<file path="config.mk">
export PLATFORM = sky130hd
export DESIGN_NAME = lfsr_gen
export DESIGN_NICKNAME = d
export VERILOG_FILES = /design/src/rtl/lfsr_gen.sv
export SDC_FILE = /design/constraint.sdc
export NUM_CORES = 1
export LEC_CHECK = 0
export ABC_CLOCK_PERIOD_IN_PS = 2400
export CAP_MARGIN = 5
export CORE_AREA = 2 2 39 41
export DETAILED_ROUTE_END_ITERATION = 10
export DIE_AREA = 0 0 41 43
export GPL_TIMING_DRIVEN = 0
export PLACE_DENSITY = 0.54
export SLEW_MARGIN = 0
export SYNTH_ARGS = -nofsm -noshare
export SYNTH_HDL_FRONTEND = slang
export SYNTH_SLANG_ARGS = --single-unit
</file>
<file path="constraint.sdc">
create_clock -name clk -period 2.4 [get_ports clk]
set_clock_uncertainty 0.1 [all_clocks]
set_input_delay 0.48 -clock clk [delete_from_list [all_inputs] [get_ports clk]]
set_output_delay 0.48 -clock clk [all_outputs]
set_load 0.03 [all_outputs]
</file>
<file path="src/rtl/lfsr_gen.sv">
// Parametrised Fibonacci LFSR with seed load, clock-enable stepping and zero-seed protection.
// Define LFSR_PERIOD_EN to build the period measurement (step_cnt, wrap, period, period_valid).
module lfsr_gen #(
  parameter int unsigned          WIDTH        = 4,
  parameter logic [WIDTH-1:0]     TAPS         = 4'b0011,
  parameter logic [WIDTH-1:0]     DEFAULT_SEED = 4'b0001
) (
  input  logic             clk,
  input  logic             rst,
  input  logic             load,
  input  logic [WIDTH-1:0] seed,
  input  logic             en,
  output logic [WIDTH-1:0] state,
  output logic             bit_out,
  output logic             seed_err,
  output logic             wrap,
  output logic [WIDTH-1:0] period,
  output logic             period_valid
);

  logic [WIDTH-1:0] state_q;
  logic [WIDTH-1:0] step_val;
  logic [WIDTH-1:0] load_val;
  logic             seed_zero;
  logic             fb;
  logic             seed_err_q;

  always_comb begin
    fb        = ^(state_q & TAPS);
    step_val  = {fb, state_q[WIDTH-1:1]};
    seed_zero = (seed == '0);
    load_val  = seed_zero ? DEFAULT_SEED : seed;
  end

  always_ff @(posedge clk) begin
    if (rst) begin
      state_q    <= DEFAULT_SEED;
      seed_err_q <= 1'b0;
    end else if (load) begin
      state_q    <= load_val;
      seed_err_q <= seed_zero;
    end else begin
      if (en) state_q <= step_val;
      seed_err_q <= 1'b0;
    end
  end

  assign state    = state_q;
  assign bit_out  = state_q[0];
  assign seed_err = seed_err_q;

`ifdef LFSR_PERIOD_EN
  logic [WIDTH-1:0] ref_seed;
  logic [WIDTH-1:0] step_cnt;
  logic [WIDTH-1:0] period_q;
  logic             period_valid_q;
  logic             wrap_q;
  logic             hit;
  logic             cnt_max;

  always_comb begin
    hit     = (step_val == ref_seed);
    cnt_max = &step_cnt;
  end

  // A saturated counter no longer represents a true length, so a late hit is ignored.
  always_ff @(posedge clk) begin
    if (rst) begin
      ref_seed       <= DEFAULT_SEED;
      step_cnt       <= '0;
      period_q       <= '0;
      period_valid_q <= 1'b0;
      wrap_q         <= 1'b0;
    end else if (load) begin
      ref_seed       <= load_val;
      step_cnt       <= '0;
      period_valid_q <= 1'b0;
      wrap_q         <= 1'b0;
    end else if (en) begin
      if (hit && !cnt_max) begin
        wrap_q         <= 1'b1;
        period_q       <= step_cnt + WIDTH'(1);
        period_valid_q <= 1'b1;
        step_cnt       <= '0;
      end else begin
        wrap_q <= 1'b0;
        if (!cnt_max) step_cnt <= step_cnt + WIDTH'(1);
      end
    end else begin
      wrap_q <= 1'b0;
    end
  end

  assign wrap         = wrap_q;
  assign period       = period_q;
  assign period_valid = period_valid_q;
`else
  assign wrap         = 1'b0;
  assign period       = '0;
  assign period_valid = 1'b0;
`endif

endmodule

</file>
# Word-level counts from Yosys, hierarchy flattened
# Index checks and enable logic that the tools add are counted.
[totals]
input_bits = 8
word_cells = 10
out_inout_bits = 12
reg_bits = 5
[classes]
n_mux = 3
n_reduce_logical = 4
bitwise = 1
[ops]
columns = ["cell", "count"]
rows = [
  ["2-to-1 mux 4 bit", 3],
  ["zero test 4 bit", 1],
  ["parity 4 bit", 1],
  ["nonzero test 2 bit", 1],
  ["OR reduction 2 bit", 1],
  ["NOT 1 bit", 1],
]

# Logic depth before layout (Yosys ltp)
[logic_depth]
ltp_word = 3
depth_mapped = 2
depth_no_buf = 2

# Worst setup path after synthesis
# No wires, ideal clock.
[synth_timing]
path_kind = "flip-flop to output port"
from = "register state_q[0] (netlist: state[0])"
to = "output state[0]"
required_time_ns = 1.820
path_buffers = 1
arrival_ns = 0.747
path_stages_with_launch = 2
slack_ns = 1.073
cell_sequence = "dfxtp_1 > buf_4"
[synth_rtl]
columns = ["element", "line", "text"]
rows = [
  ["start, declared", "21", "logic [WIDTH-1:0] state_q;"],
  ["start signal, assigned", "40", "state_q <= load_val;"],
  ["start signal, assigned", "43", "if (en) state_q <= step_val;"],
  ["end, declared", "13", "output logic [WIDTH-1:0] state,"],
]
# No word-level cell between the ends.

# Worst setup path after layout
[layout_timing]
from = "register state_q[0] (netlist: state[0])"
to = "output state[0]"
# No word-level cell between the ends.

==> flow_metrics.env <==
export IMPL_status="completed"
export IMPL_antenna_violating_nets_post_route=0
export IMPL_share_clk_of_total_power_pct=34.2
export IMPL_routed_wire_length_per_instance_um=9.676
export IMPL_cts_setup_buffers=0
export IMPL_critical_path_arrival_ps=1370
export IMPL_num_rows=14
export IMPL_timing_final_max_slew_violations=0
export IMPL_filler_cells=157
export IMPL_overflow=0
export IMPL_synth_ff_latch_count=5
export IMPL_clock_tree_buffer_depth=2
export IMPL_place_port_buffers=13
export IMPL_total_cts_buffers=3
export IMPL_crit_type="reg -> out"
export IMPL_clockRootBuffer="sky130_fd_sc_hd__clkbuf_4"
export IMPL_critical_path_max_stage_delay_ps=650
export IMPL_hold_worst_slack_ps=500.7
export IMPL_finish_cell_count_without_fillers=68
export IMPL_detailed_router_iteration_count_before_antenna_repair=3
export IMPL_power_report_internal_total_uw=191.1
export IMPL_finalWorstPathRequiredPeriod_ps=1947
export IMPL_cts_hold_buf=0
export IMPL_postRouteWirelength_um=658
export IMPL_maximum_level_of_the_cts_h_tree=1
export IMPL_worst_hold_path_type="reg -> reg"
export IMPL_start_kind="register"
export IMPL_syn_mean_instance_area_um2=9.884
export IMPL_syn_instance_count=30
export IMPL_clock_insertion_delay_worst_skew_ps=230
export IMPL_fp_coreArea_mm2=0.001384
export IMPL_post_route_cells_drive_above_1_share_pct=21.15
export IMPL_post_cts_resized_instances=0
export IMPL_detailedRoute_firstIterationViolations=7
export IMPL_rsz0062_at_grt="no"
export IMPL_dp_hpwl_um=540
export IMPL_grt_total_usage_pct=8.927
export IMPL_comb_power_share_pct=30.9
export IMPL_syn2layout_area_growth_pct=65.82
export IMPL_design_portCount=20
export IMPL_tritoncts="yes"
export IMPL_fin_util_pct=35.53
export IMPL_grt_start_max_net_pins=9
export IMPL_final_seq_area_um2=100.1
export IMPL_final_setup_viol_count=0
export IMPL_worst_ep_required_time_ps=1820
export IMPL_vias_in_the_first_global_route=272
export IMPL_floorplan_initialDensity_pct=21.43
export IMPL_hold_violations_final=0
export IMPL_tritoncts_num_sinks=5
export IMPL_die_h_um=43
export IMPL_power_share_sequential_pct=34.9
export IMPL_path_cells="buf_4, clkdlybuf4s50_1"
export IMPL_grt_pass1_wl_um=1028
export IMPL_drc_errors=0
export IMPL_insertedDiodeCount=0
export IMPL_placed_cells_incl_taps=64
export IMPL_switching_power_uw=77.43
export IMPL_worst_path_dominant_cell_family="buffers and inverters"
export IMPL_endpoint_kind="output port"
export IMPL_power_switching_share_pct=28.83
export IMPL_slowest_stage="sky130_fd_sc_hd__clkdlybuf4s50_1"
export IMPL_power_leakage_uw=0.0002078
export IMPL_fp_dieArea_mm2=0.001763
export IMPL_vias=284
export IMPL_path_clk_slew_ps=40
export IMPL_gp_routability_congestion=0.6346
export IMPL_powerDensity_mw_per_mm2=546.1
export IMPL_final_net_count=61
export IMPL_area_used_by_multi_input_combinational_logic_um2=158.9
export IMPL_synth_area_um2=296.5
export IMPL_yosys_warning_total=0
export IMPL_critical_path_max_fanout=4
export IMPL_period_share_pct=81.14
export IMPL_die_width_um=41
export IMPL_route_detailed_vias_per_inst=4.176
export IMPL_worstPathBufferInverterCount=2
export IMPL_tns_ps=0
export IMPL_synth_distinct_cells=16
export IMPL_worst_ir_drop_on_vdd_v=0.0001359
export IMPL_synth_yosys_seq_area_share_pct=33.76
export IMPL_max_cap_viols=0
export IMPL_fmaxAchievable_ghz=0.5135
export IMPL_grt_antenna_before_repair=0
[Yosys cell counts]
cell                       n  area, um2
sky130_fd_sc_hd__mux2_1    1      11.26
sky130_fd_sc_hd__nor4_2    1      12.51
sky130_fd_sc_hd__dfxtp_1   5      100.1
sky130_fd_sc_hd__a221o_1   1      10.01
sky130_fd_sc_hd__a211oi_1  2      15.01
sky130_fd_sc_hd__nor2b_1   3      18.77
sky130_fd_sc_hd__o32a_1    1      10.01
sky130_fd_sc_hd__buf_4     7      52.55
sky130_fd_sc_hd__mux2i_1   2      20.02
sky130_fd_sc_hd__conb_1    1      3.750
sky130_fd_sc_hd__inv_1     1      3.750
sky130_fd_sc_hd__xor2_1    1      8.760
sky130_fd_sc_hd__or3b_1    1      8.760
sky130_fd_sc_hd__nor3b_1   1      7.510
sky130_fd_sc_hd__nor4b_1   1      8.760
sky130_fd_sc_hd__nor3_1    1      5.000
[final timing paths]
| path | from | endpoint | slack (ps) | cells past startpoint |
|---|---|---|---|---|
| worst min-delay path | state[2]$_SDFFE_PP0P_ | state[2]$_SDFFE_PP0P_ | 500 | 2 |
| worst max register to register | state[1]$_SDFFE_PP0P_ | state[0]$_SDFFE_PP1P_ | 1280 | 2 |
| worst max-delay path | state[0]$_SDFFE_PP1P_ | state[0] | 450 | 2 |
| worst min register to register | state[2]$_SDFFE_PP0P_ | state[2]$_SDFFE_PP0P_ | 500 | 2 |
[final cells by class]
cell class,count,area share (%)
clock buffers,4,5.344
flip-flops and latches,5,20.36
plain buffers,7,10.69
well taps,16,4.071
inverters,1,0.7634
repair buffers,13,26.46
multi-input cells,22,32.32
[kinds of logic after synthesis]
kind of cell,Yosys count,share of synthesized area [%]
simple gates,8,20.68
buf+inv,8,18.99
flops,5,33.76
compound gates,4,11.81
mux,3,10.55
xor+xnor,1,2.954
other cells,1,1.265
[metal layers]
layer,part of all wire (%),routed length (um),global-route usage (%),vias up
li1,-,-,-,140
met1,41,268,9.295,127
met2,47,306,14.06,15
met3,11,71,1.571,2
met4,1.8,12,8.000,0
met5,0,0,0,-
[sequential cells by signal (all words and copies together), names as in the netlist]
signal and cells:
state 4, seed_err 1
[power groups by stage]
stage	logic (uW)	registers, uW	clock network (uW)
after floorplan	38.7	106	0
after global placement	82.9	95.3	0
after detailed placement	82.7	95.3	0
after CTS	83.1	93.8	95.9
after global routing	87.9	94.7	103
final	83.0	93.7	91.9
[tightest hold or removal path, cell delays in order (launching register included)]
cell                       delay [ps]
sky130_fd_sc_hd__dfxtp_1          310
sky130_fd_sc_hd__mux2i_1          150
sky130_fd_sc_hd__a211oi_1          90
[cell usage in the layout, fill, tap and decap left out]
cell                              Yosys  layout
sky130_fd_sc_hd__clkbuf_4             0       3
sky130_fd_sc_hd__nor3_1               1       1
sky130_fd_sc_hd__nor3b_1              1       1
sky130_fd_sc_hd__xor2_1               1       1
sky130_fd_sc_hd__mux2i_1              2       2
sky130_fd_sc_hd__buf_4                7       7
sky130_fd_sc_hd__dfxtp_1              5       5
sky130_fd_sc_hd__a211oi_1             2       2
sky130_fd_sc_hd__nor2b_1              3       3
sky130_fd_sc_hd__nor4b_1              1       1
sky130_fd_sc_hd__nor4_2               1       1
sky130_fd_sc_hd__clkbuf_1             0       1
sky130_fd_sc_hd__clkdlybuf4s50_1      0      13
sky130_fd_sc_hd__conb_1               1       6
sky130_fd_sc_hd__mux2_1               1       1
sky130_fd_sc_hd__a221o_1              1       1
sky130_fd_sc_hd__or3b_1               1       1
sky130_fd_sc_hd__inv_1                1       1
sky130_fd_sc_hd__o32a_1               1       1
[metrics by stage]
| step | total power [uW] | worst slack (ps) | area [um2] |
|---|---|---|---|
| 3_3_place_gp | 178.1 | 462.6 | 465.4 |
| 6_report | 268.5 | 452.7 | 491.7 |
| 3_5_place_dp | 178.0 | 485.4 | 465.4 |
| 5_1_grt | 285.8 | 394.8 | 491.7 |
| 4_1_cts | 272.8 | 435.7 | 491.7 |
| 2_1_floorplan | 144.5 | 1073 | 315.3 |
Power figures use the tool's default switching activity.
